$ cat src/rtl/lbm_stream_sched.sv
// -----------------------------------------------------------------------------
// lbm_stream_sched
//
// Generates the address stream for one lattice-Boltzmann streaming pass.
// For every cell (x, y) and every direction q it presents one request: the
// source cell, the periodic-wrapped neighbour cell, and q. Direction q is the
// innermost loop, then x, then y.
//
// Ports
//   Clk        : single clock, rising-edge active
//   Reset      : asynchronous, active-high
//   Start      : one-cycle pulse that begins a pass (ignored unless idle)
//   Cx_In      : packed signed 8.56 x-velocities, word q at [(8-q)*64 +: 64]
//   Cy_In      : packed signed 8.56 y-velocities, same packing
//   Req_Ready  : downstream accepts the presented request
//   Req_Valid  : a request is presented
//   Src_Addr   : source cell address y*NX+x
//   Dst_Addr   : neighbour cell address y'*NX+x'
//   Dir        : direction index q (0..8)
//   Busy       : a pass is in progress
//   Done       : one-cycle pulse the cycle after the final handshake
//   Dbg_State  : current FSM state (0 idle, 1 issue, 2 finish)
//
// Handshake: a request transfers on a rising edge where Req_Valid and
// Req_Ready are both 1. While Req_Valid=1 and Req_Ready=0, Src_Addr, Dst_Addr
// and Dir hold. Req_Valid never drops without a transfer except on Reset.
// -----------------------------------------------------------------------------
module lbm_stream_sched #(
  parameter int NX     = 16,
  parameter int NY     = 16,
  parameter int WIDTH  = 64*9,
  parameter int ADDR_W = $clog2(NX*NY)
) (
  input  logic              Clk,
  input  logic              Reset,
  input  logic              Start,
  input  logic [WIDTH-1:0]  Cx_In,
  input  logic [WIDTH-1:0]  Cy_In,
  input  logic              Req_Ready,
  output logic              Req_Valid,
  output logic [ADDR_W-1:0] Src_Addr,
  output logic [ADDR_W-1:0] Dst_Addr,
  output logic [3:0]        Dir,
  output logic              Busy,
  output logic              Done,
  output logic [1:0]        Dbg_State
);

  localparam int XW = $clog2(NX);
  localparam int YW = $clog2(NY);

  typedef enum logic [1:0] {
    S_IDLE   = 2'd0,
    S_ISSUE  = 2'd1,
    S_FINISH = 2'd2
  } state_t;

  state_t        state;
  logic [XW-1:0] cur_x;
  logic [YW-1:0] cur_y;
  logic [3:0]    cur_q;
  logic [ADDR_W-1:0] dst_reg;

  // Coordinates of the request that will be presented next: zero when a
  // pass is loaded from idle, otherwise the successor of the current one.
  logic [XW-1:0] sel_x;
  logic [YW-1:0] sel_y;
  logic [3:0]    sel_q;
  logic          last;

  logic signed [7:0] cx_b;
  logic signed [7:0] cy_b;
  logic [XW-1:0]     dst_x;
  logic [YW-1:0]     dst_y;
  logic [ADDR_W-1:0] nxt_dst;

  assign last = (cur_q == 4'd8) && (cur_x == XW'(NX-1)) && (cur_y == YW'(NY-1));

  always_comb begin
    sel_x = '0;
    sel_y = '0;
    sel_q = '0;
    if (state != S_IDLE) begin
      sel_x = cur_x;
      sel_y = cur_y;
      sel_q = cur_q + 4'd1;
      if (cur_q == 4'd8) begin
        sel_q = '0;
        if (cur_x == XW'(NX-1)) begin
          sel_x = '0;
          sel_y = cur_y + YW'(1);
        end else begin
          sel_x = cur_x + XW'(1);
        end
      end
    end
  end

  // Only the integer byte of each 8.56 word matters; constant-index loop
  // keeps the word select free of variable part-selects.
  always_comb begin
    cx_b = '0;
    cy_b = '0;
    for (int i = 0; i < 9; i++) begin
      if (sel_q == 4'(i)) begin
        cx_b = Cx_In[(8-i)*64+56 +: 8];
        cy_b = Cy_In[(8-i)*64+56 +: 8];
      end
    end
  end

  // Offsets saturate to -1/0/+1. Lattice sizes are powers of two, so adding
  // an all-ones value and truncating gives the periodic wrap for -1.
  always_comb begin
    dst_x = sel_x;
    dst_y = sel_y;
    if (cx_b > 8'sd0)      dst_x = sel_x + XW'(1);
    else if (cx_b < 8'sd0) dst_x = sel_x - XW'(1);
    if (cy_b > 8'sd0)      dst_y = sel_y + YW'(1);
    else if (cy_b < 8'sd0) dst_y = sel_y - YW'(1);
    nxt_dst = ADDR_W'({dst_y, dst_x});
  end

  always_ff @(posedge Clk or posedge Reset) begin
    if (Reset) begin
      state     <= S_IDLE;
      Req_Valid <= 1'b0;
      Busy      <= 1'b0;
      Done      <= 1'b0;
      cur_x     <= '0;
      cur_y     <= '0;
      cur_q     <= '0;
      dst_reg   <= '0;
    end else begin
      case (state)
        S_IDLE: begin
          Done <= 1'b0;
          if (Start) begin
            state     <= S_ISSUE;
            Req_Valid <= 1'b1;
            Busy      <= 1'b1;
            cur_x     <= '0;
            cur_y     <= '0;
            cur_q     <= '0;
            dst_reg   <= nxt_dst;
          end
        end
        S_ISSUE: begin
          if (Req_Ready) begin
            if (last) begin
              state     <= S_FINISH;
              Req_Valid <= 1'b0;
              Busy      <= 1'b0;
              Done      <= 1'b1;
            end else begin
              cur_x   <= sel_x;
              cur_y   <= sel_y;
              cur_q   <= sel_q;
              dst_reg <= nxt_dst;
            end
          end
        end
        S_FINISH: begin
          Done  <= 1'b0;
          state <= S_IDLE;
        end
        default: begin
          state     <= S_IDLE;
          Req_Valid <= 1'b0;
          Busy      <= 1'b0;
          Done      <= 1'b0;
        end
      endcase
    end
  end

  assign Src_Addr  = ADDR_W'({cur_y, cur_x});
  assign Dst_Addr  = dst_reg;
  assign Dir       = cur_q;
  assign Dbg_State = state;

endmodule

$ cat config.mk
export PLATFORM = sky130hd
export DESIGN_NAME = lbm_stream_sched
export DESIGN_NICKNAME = d
export VERILOG_FILES = /design/src/rtl/lbm_stream_sched.sv
export SDC_FILE = /design/constraint.sdc
export NUM_CORES = 1
export LEC_CHECK = 0
export ABC_AREA = 1
export BUFFER_PORTS_ARGS = -buffer_cell sky130_fd_sc_hd__buf_4
export CAP_MARGIN = 25
export CORE_AREA = 2 2 465 467
export CTS_BUF_LIST = sky130_fd_sc_hd__clkbuf_8 sky130_fd_sc_hd__clkbuf_16
export DETAILED_ROUTE_END_ITERATION = 6
export DIE_AREA = 0 0 467 469
export GPL_TIMING_DRIVEN = 0
export PLACE_DENSITY = 0.3
export RECOVER_POWER = 100
export SETUP_SLACK_MARGIN = 0.05
export SKIP_LAST_GASP = 1
export SLEW_MARGIN = 20
export SYNTH_ARGS = -nofsm -noshare
export SYNTH_HDL_FRONTEND = slang
export SYNTH_SLANG_ARGS = --single-unit
export TNS_END_PERCENT = 5
$ cat constraint.sdc
create_clock -name Clk -period 2.94 [get_ports Clk]
set_input_delay 0.294 -clock Clk [delete_from_list [all_inputs] [get_ports Clk]]
set_output_delay 0.294 -clock Clk [all_outputs]
set_load 0.03 [all_outputs]
Word level (Yosys, flattened, before mapping)
Cells that the tools add are included.

Register bits: 24.

$add $sub $neg: 7. Magnitude comparators: 4. Equality and inequality tests: 17. Multiplexer cells: 55. Bitwise operators: 1. Reduce and logical (&&, ||, !) cells: 10.

Operators by type and width (number): $mux 8 (21); $mux 4 (19); $pmux 4 s2 (3); $add 4x1->4 const B (5); $eq 4x3->1 const B (4); $eq 4x4->1 const B (4); $gt 8x1->1 const B (2); $lt 8x1->1 const B (2); $pmux 8 s2 (1); $eq 4x2->1 const B (2); $ne 2x2->1 const B (4); $reduce_and 4->1 (2); $sub 4x1->4 const B (2); $mux 1 (6); $mux 2 (3); $eq 4x1->1 const B (1); $logic_not 4->1 (1); $pmux 2 s2 (1); $reduce_bool 2->1 (2); $pmux 1 s3 (1); $reduce_and 3->1 (1); $eq 2x1->1 const B (1); $eq 2x2->1 const B (1); $logic_and 1x1->1 (2); 3 further kinds (3).

Depth between registers and ports, before layout
Gate-level depths: netlist of the first run.

Word-level depth: 19. Mapped depth: 23.

Worst setup path after synthesis of the first run
No wires, ideal clock.

Path type: reg2reg. From: reg cur_q[0], in the netlist Dir[0]. To: reg dst_reg[6], in the netlist Dst_Addr[6]. Data arrival time: 2533 ps. Required time: 2823 ps. Slack: 290 ps. Stages on the path, launching flop included: 20. Path buffers: 0. Clock period less this slack: 2650 ps. Cells stage by stage: dfrtp_1 inv_1 ha_1 inv_1 nor2_2 inv_1 nand2_2 nor2_2 nand2_1 nand2_1 a21oi_1 nand3_1 a21oi_1 nand4_1 inv_2 nand2_1 nand2_1 nand2_1 nand2_1 nand2_1.

Cells in the longest elaborated chain, start to end: 19.

RTL lines: from (decl) (RTL line 61) `logic [3:0] cur_q;`; from (signal assigned) (RTL line 158) `cur_q <= sel_q;`; $add 4x1->4 / $eq 4x4->1 (equally long branches) (RTL line 86, 77, 87); $mux 4 (RTL line 87) `if (cur_q == 4'd8) begin`; $mux 4 (RTL line 83) `if (state != S_IDLE) begin`; $logic_not 4->1 (RTL line 105) `if (sel_q == 4'(i)) begin`; $mux 8 (9 in series) (RTL line 105); $lt 8x1->1 (RTL line 120) `else if (cy_b < 8'sd0) dst_y = sel_y - YW'(1);`; $mux 4 (RTL line 120); $mux 4 (RTL line 119) `if (cy_b > 8'sd0) dst_y = sel_y + YW'(1);`; $mux 8 (RTL line 150) `if (last) begin`; $mux 8 (RTL line 149) `if (Req_Ready) begin`; $pmux 8 s2 (RTL line 135) `case (state)`; to (signal assigned) (RTL line 145) `dst_reg <= nxt_dst;`; to (signal assigned) (RTL line 159) `dst_reg <= nxt_dst;`; to (decl) (RTL line 62) `logic [ADDR_W-1:0] dst_reg;`.

Several ways; a longest one is shown, not always the timed one. The select of a mux whose other input is x is not followed. A chain may end at the register's enable or synchronous reset.

Final worst setup path of the first run
From: reg cur_q[0], in the netlist Dir[0]. To: reg dst_reg[1], in the netlist Dst_Addr[1].

Cells in the longest elaborated chain, start to end: 19.

RTL lines: $add 4x1->4 / $eq 4x4->1 (equally long branches) (RTL line 86, 77, 87); $mux 4 (RTL line 87); $mux 4 (RTL line 83); $logic_not 4->1 (RTL line 105); $mux 8 (9 in series) (RTL line 105); $lt 8x1->1 (RTL line 118) `else if (cx_b < 8'sd0) dst_x = sel_x - XW'(1);`; $mux 4 (RTL line 118); $mux 4 (RTL line 117) `if (cx_b > 8'sd0) dst_x = sel_x + XW'(1);`; $mux 8 (RTL line 150); $mux 8 (RTL line 149); $pmux 8 s2 (RTL line 135).

Several ways; a longest one is shown, not always the timed one. The select of a mux whose other input is x is not followed.

==> results of run 1 <==
==> where the power goes <==
group | internal [mW] | leakage [nW] | switching [mW]
combinational | 1.43 | 2.15 | 2.49
sequential | 0.393 | 0.311 | 0.0543
clock | 0.209 | 0.0442 | 0.131
==> layout by cell type (no fill, tap or decap), types with 4 or more instances in the layout <==
cell,Yosys,final
nand3_4,0,8
buf_4,2,177
nor3_1,14,13
nand2_2,9,22
nor2_4,1,17
dfrtp_2,0,4
a21oi_1,12,10
inv_1,49,46
nor2_1,50,38
nor4_1,4,4
nor2_2,8,4
inv_2,7,4
inv_4,0,4
nand3_2,2,12
nand2_1,138,106
o22ai_1,6,6
buf_12,0,12
or2_2,5,5
clkbuf_1,3,20
ha_1,8,6
nand2_4,0,19
xnor2_1,6,6
or4_1,4,4
nand3_1,53,35
nand4_1,8,8
o21ai_0,22,21
dfrtp_1,24,20
buf_6,1,5
==> cell type report <==
| cell class | instances | share of cell area |
|---|---|---|
| well taps | 2838 | 0.4196 |
| multi-input cells | 365 | 0.2685 |
| repair buffers | 207 | 0.1912 |
| flip-flops and latches | 24 | 0.07156 |
| inverters | 58 | 0.02809 |
| plain buffers | 8 | 0.01064 |
| clock buffers | 4 | 0.01050 |
==> worst paths after layout <==
check / start / end / slack (ns) / depth (start not counted)
min in group asynchronous: Reset / cur_y[2]$_DFFE_PP0P_ / 0.30 / 2
setup / recovery: Dir[0]$_DFFE_PP0P_ / Dst_Addr[1]$_DFFE_PP0P_ / 0.03 / 21
setup reg to reg: Dir[0]$_DFFE_PP0P_ / Dst_Addr[1]$_DFFE_PP0P_ / 0.03 / 21
max in group asynchronous: Reset / Dir[0]$_DFFE_PP0P_ / 1.93 / 2
hold / removal: Req_Ready / Dbg_State[0]$_DFFE_PP0P_ / 0.29 / 3
hold reg to reg: Dst_Addr[1]$_DFFE_PP0P_ / Dst_Addr[1]$_DFFE_PP0P_ / 0.48 / 2
==> metrics by stage <==
stage	hold WS, ns	cell area (um^2)	setup TNS, ns	util	worst slack [ns]
floorplan	0.3086	2670	0	-	0.2900
global placement	0.4731	7512	-17.37	0.03514	-2.350
detailed placement	0.4273	7520	-17.42	0.03518	-2.324
CTS	0.1421	8209	-0.8825	0.03840	-0.1163
global route	0.3034	8463	-1.581	0.03959	-0.1518
finish	0.2943	8463	0	0.03959	0.02757
==> registers in the layout, summed over array words and instances (netlist names) <==
name and cells:
cur_y 4, Busy 1, Dbg_State 2, Dir 4, cur_x 4, Dst_Addr 8
Done 1
==> critical path, stage by stage, from the launching register on <==
cell,delay (ns)
dfrtp_2,0.40
clkinv_4,0.07
ha_4,0.17
nand2_4,0.07
nor2_4,0.05
nor2_4,0.22
nand3_4,0.14
buf_4,0.16
nor2_4,0.16
buf_12,0.16
nand2_1,0.07
o31ai_2,0.18
inv_1,0.10
nand2_4,0.18
nand3_4,0.11
nand2_4,0.10
nand2_4,0.07
nand2_4,0.11
nand2_1,0.06
nand2_2,0.08
nand2_1,0.05
nand2_1,0.08
==> layer usage <==
metal  wire, um  track usage  vias up
li1           -            -     1918
met2      18100      0.05579       86
met4        728     0.003776        2
met5         13            0        -
met1       8666      0.02190     1817
met3        551     0.001266       25
==> logic make-up (layout without fill, tap and decap cells) <==
kind of cell | Yosys count | count (layout) | synth area share
AO/OA/AOI/OAI | 49 | 49 | 0.1073
adder cells (fa/ha/maj) | 8 | 8 | 0.03749
buffers and inverters | 66 | 277 | 0.09935
XOR/XNOR | 9 | 9 | 0.02952
flip-flops | 24 | 24 | 0.2249
AND/OR/NAND/NOR | 299 | 299 | 0.5014
==> what timing repair did <==
item,CTS,global route
setup buffers,21,13
pin swaps,23,44
resized for setup,93,57
endpoints found under the setup margin,21,21
==> reports/metrics.yaml, run 1 <==
grt_pass1_wl_mm: 34.47
multi_input_area_mm2: 0.002272
root_buffer: "clkbuf_16"
finalCriticalPeriod_ns: 2.912
finalClockSkew_ns: 0.002063
track_usage: 0.02403
cp_max_fo: 4
wl_per_cell_um: 8.009
fp.dieW_um: 467
leakage_nw: 2.508
area_growth_pct: 217.0
fin_crit_sh: 0.9906
htreeDepth: 1
ys_seq_area_frac: 0.2249
clkLatencyLatePin_ns: 0.26
ioPinCount: 1181
yosysWarnings: 0
yosysMostFrequentCell: "nand2_1"
crit_path_end_kind: "flop"
dieArea_mm2: 0.2190
crit_type: "reg -> reg"
setup_violations: 0
worstMarginPinSlew_ns: 1.155
avgViaCountPerCell: 1.098
ff_latch_area_um2: 605.6
gp_congestion: 0.6924
drt_iter0_markers: 97
start_kind: "flop"
antenna_found_initial: 17
fmax_ghz: 0.3434
fp.dieH_um: 469
drive_gt1_frac: 0.4640
max_slew_margin: 0.2196
ant_nets: 0
fillerInstances: 25464
syn-num-nets: 1619
row_count: 170
synth.largest_area_cell: "dfrtp_1"
synth_common_cells: "138 x nand2_1, 53 x nand3_1, 50 x nor2_1"
cts_buffers: 3
syn_area_per_cell_um2: 5.868
synthFlopType: "dfrtp_1"
mappedNetlistArea_mm2: 0.002670
wl_mm: 28.06
status: "completed"
synth_edf_count: 0
cts_buffer_depth: 2
max-vdd-ir-drop_uv: 282.4
hp-class: "in -> reg"
fin_cells: 3504
dp_cells: 3466
drv_cap: 0
start_util: 0.01249
firstDrtPassIters: 4
cts_tree: "done"
first_global_vias: 3720
diodes: 0
rsz0062_at_grt: "true"
crit_arrival_ns: 3.11
crit_required_ns: 3.14
yosys-top-cells-area: "dfrtp_1 22%, nand2_1 19%, nand3_1 9.9%"
cts.clk_slew.worst_paths_ns: 0.07
overflow: 0
finalPower_mw: 4.703
power_density_mw_per_mm2: 555.7
synth_cells: 455
postCtsHoldBufs: 0
synth_seq_cells: 24
synth-async-reset-ratio: 1.000
num_vias: 3848
final_net_count: 1831
final_hold_viol_count: 0
synth_cell_types: 35
drc: 0
clkSinkCount: 24
hpwlAfterDp_mm: 25.12
io_buffers: 172
grt_max_degree: 25
slew_violations: 0
core_region_area_mm2: 0.2138
synth.top_cell.area_share: 0.2249
(Power assumes the default switching activity.)
==> inputs of run 2 (changes only) <==
--- a/config.mk
+++ b/config.mk
@@ -11,3 +11,3 @@
 export CORE_AREA = 2 2 465 467
-export CTS_BUF_LIST = sky130_fd_sc_hd__clkbuf_8 sky130_fd_sc_hd__clkbuf_16
+export CTS_BUF_LIST = sky130_fd_sc_hd__clkbuf_8
 export DETAILED_ROUTE_END_ITERATION = 6
==> constraint.sdc (replaced) <==
create_clock -name Clk -period 2.94 [get_ports Clk]
set_input_delay 0 -clock Clk [delete_from_list [all_inputs] [get_ports Clk]]
set_output_delay 0 -clock Clk [all_outputs]
set_load 0.03 [all_outputs]
==> run 2 against run 1 <==
The run now ends with negative setup slack left. Clock skew rose by 0.0011 ns. Wire length rose by 1.6%. Register-to-register slack got worse by 0.03 ns. Critical path type unchanged. Critical endpoint is now Dst_Addr[2]$_DFFE_PP0P_.
==> reports/metrics.yaml, run 2 (synthesis gave the netlist of run 1 again) <==
status: "finished, violations left"
failed_checks: "negative setup slack"
cpLargestDelayFamily: "simple AND/OR/NAND/NOR gates"
slowest_delay_ns: 0.41  # about the same
worstMarginPinSlew_ns: 1.137  # -0.01812 ns
final_net_count: 1834  # +0.16%
crit_required_ns: 3.16  # +0.02 ns
start_util: 0.01249  # unchanged
io_buffers: 172  # unchanged
drc: 0  # unchanged
place_area_mm2: 0.007520  # unchanged
root_buffer: "clkbuf_8"
crit_arrival_ns: 3.16  # +0.05 ns
fp.dieH_um: 469  # unchanged
track_usage: 0.02395  # -0.00008133
pre_cts_ws_ns: -2.324  # unchanged
start_kind: "flop"
finalClockSkew_ns: 0.003164  # +0.001101 ns
fin_crit_sh: 1.001  # +0.01008
cts_tree: "done"
max_slew_margin: 0.2318  # +0.01224
worstHoldPathCells: 3  # unchanged
row_count: 170  # unchanged
hp-class: "in -> reg"
final_common_cell: "buf_4"
power_density_mw_per_mm2: 556.9  # +0.21%
drv_cap: 0  # unchanged
clkSinkCount: 24  # unchanged
fin_area_mm2: 0.008429  # -0.40%
grt_pass1_wl_mm: 34.49  # about the same
wl_mm: 28.50  # +1.6%
ant_nets: 0  # unchanged
firstDrtPassIters: 4  # unchanged
crit_type: "reg -> reg"
drive_gt1_frac: 0.4350  # -0.02899
slowest_stage: "dfrtp_2"
reg2reg_from: "Dir[0]$_DFFE_PP0P_"
clkLatencyLatePin_ns: 0.27  # about the same
final_util: 0.03943  # -0.0001580
max-vdd-ir-drop_uv: 289.4  # +2.5%
dieArea_mm2: 0.2190  # unchanged
cts_buffers: 3  # unchanged
overflow: 0  # unchanged
r2r_end: "Dst_Addr[2]$_DFFE_PP0P_"
cp_max_fo: 5  # +1
wl_per_cell_um: 8.126  # +1.5%
first_global_vias: 3730  # +0.27%
rsz0062_at_grt: "true"
fin_ws_ns: -0.002062  # -0.02963 ns
most-common-layout-cells: "170 x buf_4, 112 x nand2_1, 46 x inv_1"
r2r_slack_ns: -0.002  # -0.03 ns
finalPower_mw: 4.694  # -0.19%
fp.dieW_um: 467  # unchanged
cts.clk_slew.worst_paths_ns: 0.10  # +0.03 ns
avgViaCountPerCell: 1.098  # about the same
drt_iter0_markers: 109  # +12%
worst-path-buf-inv: 4  # unchanged
crit_path_end_kind: "flop"
leakage_nw: 2.497  # -0.42%
final_hold_viol_count: 0  # unchanged
timing.hold.ws_ns: 0.1476  # -0.1468 ns
core_region_area_mm2: 0.2138  # unchanged
num_vias: 3850  # +0.052%
largest_reg_flops: 8  # unchanged
worstHoldEndpoint: "Busy$_DFFE_PP0P_"
htreeDepth: 1  # unchanged
diodes: 0  # unchanged
cts_buffer_depth: 2  # unchanged
path_cells: "clkinv_4, ha_4, nand2_4, nor2_4, nor2_4, buf_6, nand2_8, nand2_8, nor3_4, buf_12, buf_12, nand2_1, nand3_1, nor2_4, nand3_4, nand2_4, nand3_4, nand2_4, nand2_4, nand2_4, nand2_1, nand2_1, nand2_1, nand2_1"
gp_congestion: 0.6924  # unchanged
hpwlAfterDp_mm: 25.12  # unchanged
r2r.worst_path.cells: 24  # +14%
fmax_ghz: 0.3399  # -1.0%
finalCriticalPeriod_ns: 2.942  # +0.02963 ns
setup_violations: 1  # +1
slew_violations: 0  # unchanged
area_growth_pct: 215.7
antenna_found_initial: 18  # +1
grt_max_degree: 25  # unchanged
ioPinCount: 1181  # unchanged
hp-start: "Start"
run 2: changes by cell type in the layout (fill, tap and decap cells not counted), sizes merged:
cell         change
buf              -4
clkbuf           +5
dlygate4sd3      +2
run 2: layout make-up:
type                    instances  area (um^2)
multi-input cells             365         2253
fillers                     25458       205300
repair buffers                210         1649
inverters                      58        237.7
plain buffers                   8        81.33
flip-flops and latches         24        601.8
clock buffers                   4        55.05
well taps                    2838         3551
run 2: power breakdown:
| group | internal [mW] | switching, mW |
|---|---|---|
| sequential | 0.392 | 0.0545 |
| combinational | 1.47 | 2.54 |
| clock | 0.120 | 0.122 |
run 2: routing by layer:
| layer | track usage | up-vias | part of all wire |
|---|---|---|---|
| met2 | 0.05715 | 79 | 0.66 |
| met5 | 0 | - | 0.00046 |
| li1 | - | 1918 | - |
| met3 | 0.001178 | 20 | 0.017 |
| met4 | 0.0005884 | 2 | 0.014 |
| met1 | 0.02180 | 1831 | 0.31 |
run 2: worst max path at each step:
stage	from	endpoint	slack, ns	depth (start not counted)
finish	Dir[0]$_DFFE_PP0P_	Dst_Addr[2]$_DFFE_PP0P_	-0.002	24
global route	Dir[0]$_DFFE_PP0P_	Dst_Addr[2]$_DFFE_PP0P_	-0.20	24
CTS	Dir[0]$_DFFE_PP0P_	Dst_Addr[2]$_DFFE_PP0P_	-0.11	23
detailed placement	Dir[0]$_DFFE_PP0P_	Dst_Addr[3]$_DFFE_PP0P_	-2.32	20
global placement	Dir[0]$_DFFE_PP0P_	Dst_Addr[3]$_DFFE_PP0P_	-2.35	20
floorplan	Dir[0]$_DFFE_PP0P_	Dst_Addr[6]$_DFFE_PP0P_	0.29	19
run 2: per-stage QoR:
step,instances,setup TNS [ns]
global placement,3465,-17.37
CTS,3497,-0.7017
floorplan,455,0
finish,3507,-0.002062
detailed placement,3466,-17.42
global route,3507,-2.086
run 2: worst min-delay path: stages:
cell	delay, ns
buf_4	0.08
o21ai_0	0.14
o21ai_0	0.17
run 2: what timing repair did:
item | 4_1_cts | 5_1_grt
hold buffers | 2 | 0
setup endpoints to repair | 21 | 20
setup buffers | 25 | 9
hold endpoints to repair | 26 | 0
resized for setup | 95 | 45
pin swaps | 30 | 36
gates cloned | 0 | 1
